**src/rtl/mips_pkg.sv**
```systemverilog
// Shared MIPS definitions: fetch FSM states, instruction field positions, reset PC.
package mips_pkg;
    typedef enum logic {IDLE, BUSY} fetch_state_t;

    localparam int OP_MSB     = 31;
    localparam int OP_LSB     = 26;
    localparam int FUNCT_MSB  = 5;
    localparam int FUNCT_LSB  = 0;
    localparam int JUMP_IDX_W = 26;

    localparam logic [31:0] RESET_PC_DEF = 32'h0000_0000;
endpackage

```
**src/rtl/flopenr.sv**
```systemverilog
// Enable register with synchronous active-low reset to a parameterised value.
module flopenr #(
    parameter int               WIDTH     = 32,
    parameter logic [WIDTH-1:0] RESET_VAL = '0
) (
    input  logic             clk,
    input  logic             reset,
    input  logic             en,
    input  logic [WIDTH-1:0] d,
    output logic [WIDTH-1:0] q
);
    always_ff @(posedge clk) begin
        if (!reset)  q <= RESET_VAL;
        else if (en) q <= d;
    end
endmodule

```
**src/rtl/fetch_unit.sv**
```systemverilog
// Multicycle fetch / memory-interface stage: PC, IR, MDR and a req/ready memory
// handshake that stalls the controller while an access is outstanding.
module fetch_unit
    import mips_pkg::*;
#(
    parameter int               WIDTH    = 32,
    parameter logic [WIDTH-1:0] RESET_PC = RESET_PC_DEF,
    parameter int               TIMEOUT  = 255
) (
    input  logic             clk,
    input  logic             reset,
    input  logic             pcen,
    input  logic             pcsrc,
    input  logic             jump,
    input  logic             iord,
    input  logic             irwrite,
    input  logic             memwrite,
    input  logic [WIDTH-1:0] aluresult,
    input  logic [WIDTH-1:0] aluout,
    input  logic [WIDTH-1:0] writedata,
    output logic             mem_req,
    output logic             mem_we,
    output logic [WIDTH-1:0] mem_addr,
    output logic [WIDTH-1:0] mem_wdata,
    input  logic [WIDTH-1:0] mem_rdata,
    input  logic             mem_ready,
    output logic             stall,
    output logic             bus_err,
    output logic [WIDTH-1:0] pc,
    output logic [WIDTH-1:0] instr,
    output logic [WIDTH-1:0] data,
    output logic [5:0]       op,
    output logic [5:0]       funct
);
    localparam logic [7:0] TO_LIM = 8'(TIMEOUT);

    fetch_state_t     state, state_nxt;
    logic [7:0]       cnt;
    logic             access, done, timeout;
    logic [WIDTH-1:0] rd, pc_nxt;

    assign access    = irwrite | iord;
    assign mem_addr  = iord ? aluout : pc;
    assign mem_wdata = writedata;
    assign mem_we    = iord & memwrite & mem_req;

    always_ff @(posedge clk) begin
        if (!reset) begin
            state   <= IDLE;
            cnt     <= '0;
            bus_err <= 1'b0;
        end else begin
            state <= state_nxt;
            if (state == IDLE)   cnt <= '0;
            else if (!mem_ready) cnt <= cnt + 8'd1;
            if (timeout)         bus_err <= 1'b1;
        end
    end

    // Outputs are forced quiet while reset is held so memory sees no request.
    always_comb begin
        state_nxt = state;
        mem_req   = 1'b0;
        stall     = 1'b0;
        done      = 1'b0;
        timeout   = 1'b0;
        if (reset) begin
            case (state)
                IDLE: if (access) begin
                    mem_req   = 1'b1;
                    stall     = 1'b1;
                    state_nxt = BUSY;
                end
                BUSY: begin
                    mem_req = 1'b1;
                    if (mem_ready) begin
                        done      = 1'b1;
                        state_nxt = IDLE;
                    end else if (cnt == TO_LIM) begin
                        done      = 1'b1;
                        timeout   = 1'b1;
                        state_nxt = IDLE;
                    end else begin
                        stall = 1'b1;
                    end
                end
                default: state_nxt = IDLE;
            endcase
        end
    end

    assign rd     = timeout ? '0 : mem_rdata;
    assign pc_nxt = jump  ? {pc[WIDTH-1:WIDTH-4], instr[JUMP_IDX_W-1:0], 2'b00}
                  : pcsrc ? aluout : aluresult;

    flopenr #(.WIDTH(WIDTH), .RESET_VAL(RESET_PC)) u_pc (
        .clk(clk), .reset(reset), .en(pcen & ~stall), .d(pc_nxt), .q(pc)
    );
    flopenr #(.WIDTH(WIDTH), .RESET_VAL('0)) u_ir (
        .clk(clk), .reset(reset), .en(done & irwrite), .d(rd), .q(instr)
    );
    flopenr #(.WIDTH(WIDTH), .RESET_VAL('0)) u_mdr (
        .clk(clk), .reset(reset), .en(done & iord & ~memwrite), .d(rd), .q(data)
    );

    assign op    = instr[OP_MSB:OP_LSB];
    assign funct = instr[FUNCT_MSB:FUNCT_LSB];
endmodule

```
**config.mk**
```make
export PLATFORM = sky130hd
export DESIGN_NAME = fetch_unit
export DESIGN_NICKNAME = d
export VERILOG_FILES = /design/src/rtl/mips_pkg.sv /design/src/rtl/flopenr.sv /design/src/rtl/fetch_unit.sv
export SDC_FILE = /design/constraint.sdc
export NUM_CORES = 1
export LEC_CHECK = 0
export ABC_AREA = 1
export CORE_ASPECT_RATIO = 1.75
export CORE_MARGIN = 1
export CORE_UTILIZATION = 36
export DETAILED_ROUTE_END_ITERATION = 8
export PLACE_DENSITY = 0.78
export SYNTH_ARGS = -nofsm -noshare
export SYNTH_HDL_FRONTEND = slang
export SYNTH_SLANG_ARGS = --single-unit
```
**constraint.sdc**
```tcl
create_clock -name clk -period 1.35 [get_ports clk]
set_input_delay 0.135 -clock clk [delete_from_list [all_inputs] [get_ports clk]]
set_output_delay 0.135 -clock clk [all_outputs]
set_load 0.05 [all_outputs]
```
==> results.cfg <==
[outcome]
status = finished, violations left
violations = negative setup slack

[synthesis]
ys_async_sr_fraction = 0
synth_common_cells = nand2_1 (249), dfxtp_1 (106), o21ai_0 (86)
post_synth_num_cell_types = 33
synth-edff-count = 0
synth_cells = 836
synth_nets = 974
seq_area_frac_synth = 0.3712
yosys_register_bits = 106
synth_top_cell_area_share = 0.3712
synthesis.area_um2 = 5717
synth_most_common_cell = nand2_1
synth_top_area_cell = dfxtp_1
yosys_warnings = 0
synth_area_leaders = dfxtp_1 (37%), nand2_1 (16%), o21ai_0 (7.5%)
syn_area_per_cell_um2 = 6.838
dominantRegCellSynth = dfxtp_1

[power_and_ir_drop]
leakage_nw = 4.614
powerDensity_nw_per_um2 = 835.0
irDropWorstVdd_mv = 0.5433

[die]
die-area_um2 = 16410
coreArea_um2 = 15460
dieWidth_um = 97.26
start_util = 0.3697
pin_count = 313
placementRows = 60
die_h_um = 168.7

[critical_path]
cp.buffers_inverters = 3
cp_common_cell = nand2_4
required_ns = 1.22
critPathLaunchType = flop
cp.arrival_ns = 1.65
slowest_stage = dfxtp_2
end_kind = output pin
path_max_fanout = 2
criticalPathCategory = reg -> out
path_cells = ha_4, nand2_4, nor2_4, nand2_2, nand2_4, nand2_4, nand2_4, buf_6, clkinvlp_4, buf_12
cpPeakStageDelay_ns = 0.37
critPathTopFamily = simple AND/OR/NAND/NOR gates

[timing]
finClkSkew_ns = 0.01366
setup_viol = 102
slew_violations = 0
finalHoldViolCount = 0
fin_ws_ns = -0.4340
fmax_mhz = 560.5
slew_headroom = 0.6608
timing.hold.ws_ns = 0.1667
worst_slew_pin_slew_ns = 0.5087
min_period_over_period = 1.321
rsz0062_at_grt = yes
period_needed_ns = 1.784

[grt]
grt_pass1_vias = 6586
grt_util_all_layers = 0.2884
antenna_found_initial = 1
grt_max_degree = 54
grt_first_pass_wirelength_um = 36740
grt_overflow = 0

[clock_tree]
cts.sink_count = 106
cts_buffer_depth = 2
cts_made_buffers = 9
tritoncts = built
cts.htree.levels = 3
insertion_delay_ns = 0.35
clock-root-buffer = clkbuf_16
clk_pin_slew_ns = 0.08

[detailed_routing]
post_drt_via_cell_ratio = 5.144
ant_nets = 0
wl_um = 24110
detail_route.wl_per_cell_um = 18.94
drc = 0
drt_first_pass_iters = 5
initialDrtViolationCount = 271
vias = 6548

[placed_design]
dpl_cell_area_um2 = 10030
dp.cells = 1228
gp_congestion = 0.8760
portBuffers = 248
hpwl_um = 17240

[layout]
fin_nets = 1219
n_fill_cell = 1080
design_area_um2 = 11130
areaGrowthSynthToFinish_pct = 94.68
finish.utilization = 0.7197
fin_cells = 1273
drive_above_1_share = 0.3711

[min_path]
hold_path_class = in -> reg

[flow_run]
drv_cap = 0
per-stage QoR:
stage | worst slack [ns] | power (mW) | TNS [ns]
2_1_floorplan | -0.1315 | 5.182 | -3.657
3_3_place_gp | -0.3318 | 6.463 | -21.81
3_5_place_dp | -0.3641 | 6.502 | -26.25
4_1_cts | -0.4060 | 9.301 | -30.90
5_1_grt | -0.4987 | 9.612 | -39.14
6_report | -0.4340 | 9.293 | -31.96
layer usage:
layer,track usage,part of all wire
met4,0.2257,0.080
met5,0,0
met1,0.2894,0.34
met2,0.5266,0.52
met3,0.04500,0.058
timing repair:
item	4_1_cts	5_1_grt
gates resized for setup	85	63
buffers inserted	18	11
gates cloned	9	0
pin swaps	23	27
hold buffers	0	0
setup endpoints to repair	100	111
state kept, by name, summed over array words and instances, names as in the netlist:
signal and flops:
state 1, bus_err 1, u_mdr.q 32, u_pc.q 32, u_ir.q 32, cnt 8
placed cells by master, fill, tap and decap left out, types with 8 or more instances in the layout:
cell / instances
buf_6: 15
buf_4: 48
nand3_1: 44
nand2_2: 15
nor3_2: 12
o21ai_2: 21
a21oi_1: 48
nand2_4: 8
nor2_4: 28
inv_1: 73
nor2_1: 25
dfxtp_2: 9
o21ai_1: 17
o21ai_4: 13
clkbuf_16: 9
o21ai_0: 40
dfxtp_1: 95
nand3_2: 10
nand2_1: 232
clkdlybuf4s50_1: 102
a21oi_2: 26
buf_12: 158
path summary, 6_finish.rpt:
path | from | end | slack, ns | cells after the start
worst max register to register | cnt[0] | u_ir.q[30] | -0.42 | 11
worst min-delay path | reset | u_pc.q[0] | 0.17 | 3
worst max-delay path | cnt[0] | stall | -0.43 | 10
worst min register to register | u_pc.q[7] | u_pc.q[7] | 0.50 | 2
logic make-up (layout without fill, tap and decap cells):
group / after synthesis / count (layout) / share of synthesized area
compound gates: 167 / 167 / 0.1615
xor+xnor: 1 / 1 / 0.001532
simple gates: 386 / 386 / 0.2985
fa+ha+maj: 1 / 1 / 0.002188
buf+inv: 175 / 425 / 0.1650
flops: 106 / 106 / 0.3712
other cells: 0 / 1 / 0
power by group:
group | leakage [nW] | internal, mW | switching [mW] | total, mW
clock network | 0.145 | 1.32 | 1.36 | 2.68
logic | 3.60 | 1.52 | 1.70 | 3.22
registers | 0.867 | 3.25 | 0.150 | 3.40
total | 4.61 | 6.08 | 3.21 | 9.29
worst register-to-register path, cell delays in order, from the launching register on:
cell	delay, ns
dfxtp_2	0.37
ha_4	0.16
nand2_4	0.06
buf_6	0.12
nor2_4	0.13
nand2_4	0.09
nor2_4	0.19
buf_6	0.15
buf_12	0.13
nor2_4	0.05
nor3_2	0.18
nor2_1	0.05
layout make-up:
type                    count  area (µm²)  area share
multi-input cells         555        3243      0.2914
repair buffers            331        4891      0.4395
flip-flops and latches    106        2141      0.1924
diodes                      1       2.502   0.0002248
clock inverters             7       82.58    0.007420
inverters                  78       311.5     0.02799
clock buffers               9       225.2     0.02024
well taps                 186       232.7     0.02091
(Power assumes the default switching activity.)
